### src/rtl/adder_avmm_slave_if.sv
// Avalon-MM slave bus bundle for the HPS adder responder.
// Read data has a fixed latency of one cycle.
interface adder_avmm_slave_if;
    logic [2:0]  avs_address;
    logic        avs_write;
    logic [31:0] avs_writedata;
    logic        avs_read;
    logic [31:0] avs_readdata;

    modport master (
        output avs_address,
        output avs_write,
        output avs_writedata,
        output avs_read,
        input  avs_readdata
    );

    modport slave (
        input  avs_address,
        input  avs_write,
        input  avs_writedata,
        input  avs_read,
        output avs_readdata
    );
endinterface

### src/rtl/adder_avmm_slave.sv
// 64-bit chunked ripple adder behind an Avalon-MM slave with start/done handshake.
// Optional subtract mode: define ADDER_AVMM_SUB_EN.
module adder_avmm_slave #(
    parameter int          CHUNK_W  = 16,
    parameter logic [31:0] ID_VALUE = 32'hADD0_0001
) (
    input  logic                clk,
    input  logic                reset_n,
    adder_avmm_slave_if.slave   avs,
    output logic                irq
);
    localparam int N  = 64 / CHUNK_W;
    localparam int CW = (N > 1) ? $clog2(N) : 1;
    localparam int CX = CHUNK_W + 1;

    typedef enum logic {IDLE, ADD} state_t;

    state_t state_q, state_d;

    logic [63:0]   a_q, b_q, sum_q, work_q, work_d;
    logic [CW-1:0] cnt_q;
    logic          carry_run_q, carry_q;
    logic          done_q, err_q, irq_en_q, sub_q;
    logic [31:0]   rdata_q, rd_mux, status;

    logic          busy, last;
    logic          op_wr, ctrl_wr, start;
    logic [5:0]    off;
    logic [CHUNK_W-1:0] a_ch, b_ch, b_eff, s_ch;
    logic          c_out;

    logic [31:0] wd;
    assign wd = avs.avs_writedata;

    assign op_wr   = avs.avs_write && !avs.avs_address[2];
    assign ctrl_wr = avs.avs_write && (avs.avs_address == 3'd6);
    assign start   = ctrl_wr && wd[0] && !busy;

    always_ff @(posedge clk or negedge reset_n) begin
        if (!reset_n) state_q <= IDLE;
        else          state_q <= state_d;
    end

    always_comb begin
        state_d = state_q;
        unique case (state_q)
            IDLE:    if (start) state_d = ADD;
            ADD:     if (last)  state_d = IDLE;
            default: state_d = IDLE;
        endcase
    end

    always_comb begin
        busy = (state_q == ADD);
        last = busy && (cnt_q == CW'(N - 1));
    end

    always_comb begin
        off  = 6'(int'(cnt_q) * CHUNK_W);
        a_ch = a_q[off +: CHUNK_W];
        b_ch = b_q[off +: CHUNK_W];
`ifdef ADDER_AVMM_SUB_EN
        b_eff = sub_q ? ~b_ch : b_ch;
`else
        b_eff = b_ch;
`endif
        {c_out, s_ch} = {1'b0, a_ch} + {1'b0, b_eff} + CX'(carry_run_q);
        work_d = work_q;
        work_d[off +: CHUNK_W] = s_ch;
    end

    assign status = {26'd0, sub_q, irq_en_q, err_q, carry_q, done_q, busy};

    always_comb begin
        rd_mux = '0;
        unique case (avs.avs_address)
            3'd0:    rd_mux = a_q[31:0];
            3'd1:    rd_mux = a_q[63:32];
            3'd2:    rd_mux = b_q[31:0];
            3'd3:    rd_mux = b_q[63:32];
            3'd4:    rd_mux = sum_q[31:0];
            3'd5:    rd_mux = sum_q[63:32];
            3'd6:    rd_mux = status;
            default: rd_mux = ID_VALUE;
        endcase
    end

    always_ff @(posedge clk or negedge reset_n) begin
        if (!reset_n) begin
            a_q         <= '0;
            b_q         <= '0;
            sum_q       <= '0;
            work_q      <= '0;
            cnt_q       <= '0;
            carry_run_q <= 1'b0;
            carry_q     <= 1'b0;
            done_q      <= 1'b0;
            err_q       <= 1'b0;
            irq_en_q    <= 1'b0;
            rdata_q     <= '0;
        end else begin
            // Read mux sees pre-write state, so same-address R/W returns old data.
            rdata_q <= avs.avs_read ? rd_mux : 32'd0;

            if (op_wr) begin
                if (busy) begin
                    err_q <= 1'b1;
                end else begin
                    done_q <= 1'b0;
                    unique case (avs.avs_address[1:0])
                        2'd0:    a_q[31:0]  <= wd;
                        2'd1:    a_q[63:32] <= wd;
                        2'd2:    b_q[31:0]  <= wd;
                        default: b_q[63:32] <= wd;
                    endcase
                end
            end

            if (ctrl_wr) begin
                irq_en_q <= wd[4];
                if (wd[3]) err_q <= 1'b0;
            end

            if (start) begin
                done_q <= 1'b0;
                cnt_q  <= '0;
`ifdef ADDER_AVMM_SUB_EN
                carry_run_q <= wd[1];
`else
                carry_run_q <= 1'b0;
`endif
            end

            if (busy) begin
                work_q      <= work_d;
                carry_run_q <= c_out;
                cnt_q       <= cnt_q + CW'(1);
                if (last) begin
                    sum_q   <= work_d;
                    carry_q <= c_out;
                    done_q  <= 1'b1;
                end
            end
        end
    end

`ifdef ADDER_AVMM_SUB_EN
    always_ff @(posedge clk or negedge reset_n) begin
        if (!reset_n)   sub_q <= 1'b0;
        else if (start) sub_q <= wd[1];
    end
    logic unused_wd;
    assign unused_wd = ^{wd[31:5], wd[2]};
`else
    assign sub_q = 1'b0;
    logic unused_wd;
    assign unused_wd = ^{wd[31:5], wd[2:1]};
`endif

    assign avs.avs_readdata = rdata_q;
    assign irq = done_q & irq_en_q;
endmodule

### src/flat_wrapper.sv
// flat-port wrapper written by rule: the top's interface ports become plain ports
module adder_avmm_slave_flat 
#(
    parameter int          CHUNK_W  = 16,
    parameter logic [31:0] ID_VALUE = 32'hADD0_0001
)
  (clk, reset_n, irq, avs_avs_address, avs_avs_write, avs_avs_writedata, avs_avs_read, avs_avs_readdata);
  adder_avmm_slave_if avs_i ();
  input  logic clk;
  input  logic reset_n;
  output logic irq;
  input wire logic [$bits(avs_i.avs_address)-1:0] avs_avs_address;
  input wire logic [$bits(avs_i.avs_write)-1:0] avs_avs_write;
  input wire logic [$bits(avs_i.avs_writedata)-1:0] avs_avs_writedata;
  input wire logic [$bits(avs_i.avs_read)-1:0] avs_avs_read;
  output wire logic [$bits(avs_i.avs_readdata)-1:0] avs_avs_readdata;
  assign avs_i.avs_address = avs_avs_address;
  assign avs_i.avs_write = avs_avs_write;
  assign avs_i.avs_writedata = avs_avs_writedata;
  assign avs_i.avs_read = avs_avs_read;
  assign avs_avs_readdata = avs_i.avs_readdata;
  adder_avmm_slave #(.CHUNK_W(CHUNK_W), .ID_VALUE(ID_VALUE)) u_core (.clk(clk), .reset_n(reset_n), .avs(avs_i), .irq(irq));
endmodule
### config.mk
export PLATFORM = sky130hd
export DESIGN_NAME = adder_avmm_slave_flat
export DESIGN_NICKNAME = d
export VERILOG_FILES = /design/src/rtl/adder_avmm_slave_if.sv /design/src/rtl/adder_avmm_slave.sv /design/src/flat_wrapper.sv
export SDC_FILE = /design/constraint.sdc
export NUM_CORES = 1
export LEC_CHECK = 0
export BUFFER_PORTS_ARGS = -buffer_cell sky130_fd_sc_hd__buf_2
export CELL_PAD_IN_SITES_DETAIL_PLACEMENT = 0
export CELL_PAD_IN_SITES_GLOBAL_PLACEMENT = 2
export CORE_ASPECT_RATIO = 0.75
export CORE_MARGIN = 2
export CORE_UTILIZATION = 40
export CTS_BUF_LIST = sky130_fd_sc_hd__clkbuf_4 sky130_fd_sc_hd__clkbuf_8
export CTS_CLUSTER_DIAMETER = 120
export DETAILED_ROUTE_END_ITERATION = 7
export GPL_TIMING_DRIVEN = 0
export HOLD_SLACK_MARGIN = 0.06
export PLACE_DENSITY_LB_ADDON = 0.1
export REMOVE_ABC_BUFFERS = 1
export SLEW_MARGIN = 20
export SYNTH_ARGS = -nofsm -noshare
export SYNTH_HDL_FRONTEND = slang
export SYNTH_SLANG_ARGS = --single-unit
### constraint.sdc
create_clock -name clk -period 3.5 [get_ports clk]
set_input_delay 0.35 -clock clk [delete_from_list [all_inputs] [get_ports clk]]
set_output_delay 0.35 -clock clk [all_outputs]
set_load 0.05 [all_outputs]
==> results of run 1 <==
## logic make-up (layout without fill, tap and decap cells)
kind of cell    count (synthesis)  after routing  synth area share, %
flops                         280            280                51.58
simple gates                  230            230                7.571
other cells                     0              1                    0
mux                           206            206                19.79
xor+xnor                       11             11               0.8198
compound gates                289            289                15.19
fa+ha+maj                      22             22                2.137
buf+inv                       101            229                2.911
## cell usage in the layout (no fill, tap or decap), types with 6 or more instances in the layout
master         Yosys  layout
buf_2             13      68
nand2_1           68      65
buf_16             0       9
o21ai_1           33      33
a221oi_1          46      46
clkbuf_8           0      65
o21ai_0           23      23
nor2b_1            7       6
mux4_2            36      36
dlygate4sd3_1      0      32
a211oi_1           8       7
a22oi_1           23      23
a21o_1             7       7
a22o_1            48      48
clkinv_2           0       6
o22ai_1            9       9
mux2_2           118     118
buf_4              0      18
mux2_1            23      23
clkbuf_4           0      14
nor2_1            92      88
and3_1            16      16
dfrtp_1          280     278
ha_1              20      17
and2_1            15      12
inv_1             10      10
mux2i_1           29      29
nand3_1           14      14
a21oi_1           55      52
## layout make-up
cell class / count / area [um^2]
clock inverter: 6 / 30.03
inverter: 12 / 45.04
tap: 450 / 563.0
antenna: 1 / 2.502
multi-input combinational: 758 / 6406
sequential: 280 / 7014
fill: 3089 / 17280
clock buffer: 79 / 999.7
timing repair buffer: 132 / 1116
## path summary, 6_finish.rpt
check	slack, ps	endpoint	startpoint	cells past startpoint
worst max register to register	30	u_core.work_q[44]	u_core.cnt_q[0]	9
worst max-delay path	30	u_core.work_q[44]	u_core.cnt_q[0]	9
max in group asynchronous	2140	u_core.avs.avs_readdata[24]	reset_n	4
min in group asynchronous	180	u_core.avs.avs_readdata[31]	reset_n	2
worst min-delay path	130	u_core.b_q[0]	avs_avs_writedata[0]	2
worst min register to register	470	u_core.work_q[6]	u_core.work_q[6]	2
## timing repair
item                                   in CTS  in global routing
setup endpoints to repair                  84                 45
buffers inserted                            7                  2
resized for setup                           8                 20
hold buffers                               32                  0
endpoints found under the hold margin     309                  0
pin swaps                                   5                  8
## layer usage
metal	up-vias	GRT usage (%)	part of all wire, %
met2	272	36.29	44
met5	-	0	0
li1	4458	-	-
met4	0	6.227	1.9
met1	5180	36.16	49
met3	60	4.451	5.1
## through the flow
step | util (%) | power [uW] | hold slack, ps
after floorplan | - | 11280 | 54.41
after global placement | 42.30 | 14090 | 455.6
after detailed placement | 43.69 | 14290 | 204.2
after CTS | 47.93 | 17850 | 90.52
after global routing | 48.35 | 19670 | 105.5
final | 48.35 | 18470 | 132.0
## critical path, stage by stage (launching register included)
cell and delay, ps:
dfrtp_4 490, mux4_2 540, fa_2 450, fa_2 410, a21o_1 210, a31o_4 280, a311o_1 300, a21oi_4 250
xnor2_2 150, a22o_1 240
## state kept, by name (all words and copies together), names as in the netlist
signal / cells
u_core.a_q: 64
u_core.avs.avs_readdata: 32
u_core.b_q: 64
u_core.busy: 1
u_core.carry_q: 1
u_core.carry_run_q: 1
u_core.cnt_q: 2
u_core.done_q: 1
u_core.err_q: 1
u_core.irq_en_q: 1
u_core.sum_q: 64
u_core.work_q: 48
## where the power goes
group	switching, uW	leakage, uW	internal (uW)
Combinational	5780	0.00306	3970
Sequential	972	0.00356	4570
Clock	1390	0.000555	1790
==> summary.txt, run 1 <==
Outcome: completed
Clk_lat worst skew: 590 ps
Maxcap violations: 0
Layout cell share with drive strength beyond 1: 30.15%
Hold/Removal Path Class: primary input to flip-flop
Routed len/inst: 24.34 um
Total length of routed wires: 41.82 mm
Main flop type after synthesis: dfrtp_1
Pwr Density: 1142 nW/um^2
Critical Path Source Type: flip-flop
Vias/cell: 5.803
All-layer global routing usage: 24.23%
Final instance area: 16180 um^2
Non-Filler Instances: 1718
Final period utilization: 99.06%
Yosys cell types: 58
ANT nets after route: 0
Worst Skew: 22.08 ps
Routability cong.: 0.7775
Vias in the first global route: 10.17k
Post-Syn Area per Cell: 11.93 um^2
Vias: 9970
Ports: 72
RSZ-0062 raised after global routing: yes
Final Hold Fails: 0
F_max: 288.4 MHz
Slew Viols, Final: 0
Ys Warns: 0
Row cnt: 58
Worst vdd ir: 0.0005536 V
Area contributors post-synth: dfrtp_1 (52%), mux2_2 (9.8%), mux4_2 (6.0%)
First drt pass iteration count: 5
Residual DRC count: 0
Clock tree buffer depth: 3
Global route overflow: 0
Relative slew margins: 25.03%
Die H: 163.6 um
Pin count of the biggest net entering global routing: 93
IO Port Bufs: 71
Register area share after synthesis: 51.58%
Setup TNS: 0 ps
Cells after synthesis: 1139
#FFs+latches synth: 280
Initial antenna violation count: 0
DRT iter0 DRCs: 765
Die area: 35470 um^2
Synth Cell Area: 13580 um^2
Clock sink count: 280
Inst Count DP: 1592
CP max FO: 5
Yosys top cell by area: dfrtp_1
Core area: 33450 um^2
Post-synth ARST share: 100.0%
Clock transition at path regs: 70 ps
Yosys top cell area share: 51.58%
H-tree Lvls: 2
Worst setup EP type: flip-flop
P_leak: 0.007176 uW
Area post-placement: 14620 um^2
CTS tree: built
Setup ws final: 32.86 ps
Total CTS buffers: 48
Top-count cell post-synth: dfrtp_1
Post-synth top cells: dfrtp_1 (280), mux2_2 (118), nor2_1 (92)
Worst Max-Slew Pin Slew: 1124 ps
Initial Util: 40.61%
Net count, final: 1293
Final min period: 3467 ps
CTS root buf: clkbuf_8
Layout area overhead: 19.08%
Worst endpoint required time: 3960 ps
Die width: 216.8 um
HPWL after DPL: 27.58 mm
Worst Setup Path Type: flip-flop to flip-flop
Final Setup Violations: 0
DP Worst Slack: -584.8 ps
Post-synth EDFFs: 0
First-pass GRT wire length: 64.47 mm
Worst EP arrival: 3930 ps
No activity file was read; power rests on OpenSTA's default activity.
==> inputs of run 2 (changes only) <==
Settings changed: CORE_MARGIN 2 to default, CORE_UTILIZATION 40 to 35, MAX_ROUTING_LAYER from default to met4.
==> run 2 against run 1 <==
Effect of this change:
- sequential power decreased by 0.7%
- clock power increased by 8.2%
- core utilization decreased by 5.2 points
- combinational power increased by 4%
- flip-flop and latch count unchanged
- critical path depth increased by 1
- cell area increased by 2.0%
- largest power group unchanged
- highest routed layer unchanged
==> summary.txt, run 2 (same netlist as run 1, synthesis figures left out) <==
F_max: 286.8 MHz (-0.58%)
Fill cell count: 3661 (+19%)
Hold Slack: 152.5 ps (+20.47 ps)
Final Setup Violations: 0 (unchanged)
Reg2reg setup slack: 10 ps (-20 ps)
CTS tree: built
Cell Int Power: 10770 uW (+4.2%)
Worst vdd ir: 0.0006815 V (+23%)
Inst Count DP: 1652 (+3.8%)
Layout area overhead: 21.43%
Commonest cells after routing, fill and taps aside: dfrtp_1 (278), mux2_2 (118), nor2_1 (88)
Final min period: 3487 ps (+20.22 ps)
Clock Power Share: 18.1% (+0.9 points)
Worst Setup Path Type: flip-flop to flip-flop
Met1 Use GR: 36.46% (+0.30 points)
Die H: 172.6 um (+5.5%)
H-tree Lvls: 2 (unchanged)
HPWL after DPL: 28.82 mm (+4.5%)
First-pass GRT wire length: 68.30 mm (+6.0%)
Pin count of the biggest net entering global routing: 91 (-2.2%)
Critical Path Source Type: flip-flop
Slew Viols, Final: 0 (unchanged)
Total CTS buffers: 51 (+6.3%)
Vias/cell: 5.545 (-4.4%)
Initial Util: 35.52% (-5.1 points)
Worst endpoint required time: 3990 ps (+30 ps)
Setup ws final: 12.65 ps (-20.22 ps)
Core area: 38240 um^2 (+14%)
DP Worst Slack: -711.9 ps (-127.1 ps)
NetSw: 8333 uW (+2.4%)
CTS root buf: clkbuf_8
Diodes inserted: 0 (-1)
Die area: 39610 um^2 (+12%)
Crit path from: u_core.cnt_q[0]
Vias in the first global route: 10.27k (+0.92%)
Clock transition at path regs: 60 ps (about the same)
Die width: 229.5 um (+5.9%)
Final Total Pwr: 19100 uW (+3.4%)
Non-Filler Instances: 1796 (+4.5%)
RSZ-0062 raised after global routing: yes
Net count, final: 1305 (+0.93%)
Worst Skew: 25.45 ps (+3.370 ps)
Pwr Density: 1158 nW/um^2 (+1.4%)
Row cnt: 62 (+6.9%)
Clock sink count: 280 (unchanged)
Crit path to: u_core.sum_q[12]
Net Sw Frac: 43.63% (-0.44 points)
Routed len/inst: 24.98 um (+2.6%)
Worst EP arrival: 3970 ps (+40 ps)
Relative slew margins: 37.14% (+12 points)
Maxcap violations: 0 (unchanged)
Worst setup EP type: flip-flop
IO Port Bufs: 71 (unchanged)
Hold/Removal Path Class: primary input to flip-flop
Outcome: completed
GR Util met3: 3.183% (-1.3 points)
Final period utilization: 99.64% (+0.58 points)
Area occupied by multi-input gates: 6442 um^2 (+0.57%)
First drt pass iteration count: 6 (+1)
All-layer global routing usage: 23.67% (-0.56 points)
Worst Max-Slew Pin Slew: 942.9 ps (-181.6 ps)
FF-to-FF path depth: 10 (+1)
Reg2Reg Capture Point: u_core.sum_q[12]
Logic pwr share: 53.1% (+0.4 points)
Commonest non-fill, non-tap cell in the layout: dfrtp_1
Final Hold Fails: 0 (unchanged)
Global route overflow: 0 (unchanged)
Layout cell share with drive strength beyond 1: 31.78% (+1.6 points)
Initial antenna violation count: 0 (unchanged)
FF+latch area: 7014 um^2 (unchanged)
Clk_lat worst skew: 600 ps (about the same)
Share of power burned in registers: 28.8% (-1.2 points)
P_leak: 0.007283 uW (+1.5%)
CP max FO: 6 (+1)
Global-route track usage on met2: 32.29% (-4.0 points)
Setup TNS: 0 ps (unchanged)
DRT iter0 DRCs: 806 (+5.4%)
ANT nets after route: 0 (unchanged)
Total length of routed wires: 44.87 mm (+7.3%)
Ports: 72 (unchanged)
Residual DRC count: 0 (unchanged)
Vias: 9959 (-0.11%)
GR peak layer: met1
Hold path start: avs_avs_writedata[0]
RR Startpoint: u_core.cnt_q[0]
Routability cong.: 0.8080 (+3.9%)
Top Registers: u_core.a_q (64), u_core.b_q (64), u_core.sum_q (64)
Clock tree buffer depth: 3 (unchanged)
[run 2: worst max-delay path: stages, from the launching register on]
cell     delay, ps
dfrtp_4        440
buf_16         150
mux4_2         520
fa_2           470
fa_2           390
a21o_1         200
a31o_4         260
a311o_1        310
a21oi_4        240
mux2i_1        110
a211o_1        270
[run 2: worst min-delay path by stage]
stage | depth (start not counted) | endpoint | slack, ps
2_1_floorplan | 0 | u_core.a_q[0] | 50
3_3_place_gp | 1 | u_core.sum_q[53] | 460
3_5_place_dp | 1 | u_core.b_q[26] | 260
4_1_cts | 2 | u_core.b_q[0] | 110
5_1_grt | 2 | u_core.b_q[0] | 130
6_report | 2 | u_core.b_q[0] | 150
[run 2: power by group through the flow]
stage | logic (uW) | clock network, uW | registers (uW)
after floorplan | 5740 | 0 | 5530
after global routing | 10900 | 3700 | 5680
after detailed placement | 8570 | 0 | 5660
after global placement | 8420 | 0 | 5750
after CTS | 9450 | 3540 | 5490
final | 10100 | 3450 | 5510
[run 2: metal layers]
metal  vias to the layer above  wire, um
li1                       4479         -
met2                       198     18760
met5                         -         0
met3                        79      1613
met4                         0       986
met1                      5203     23510
[run 2: final cells by class]
cell class | count | area share (%)
Timing Repair Buffer | 141 | 7.350
Clock inverter | 3 | 0.09102
Sequential cell | 280 | 42.52
Clock buffer | 90 | 6.826
Multi-Input combinational cell | 758 | 39.05
Inverter | 12 | 0.2731
Tap cell | 512 | 3.883
[run 2: timing repair]
action                                  CTS  global route
gates cloned                              1             0
endpoints found under the hold margin   225             0
hold buffers                             32             0
pin swaps                                 7             8
endpoints found under the setup margin   87            53
setup buffers                            13             5
resized for setup                        13            24
[run 2: stage by stage]
step                      area, um^2  utilization, %
after floorplan                13230               -
after global placement         14230           37.21
after detailed placement       14640           38.27
after CTS                      16330           42.70
after global routing           16500           43.13
final                          16500           43.13
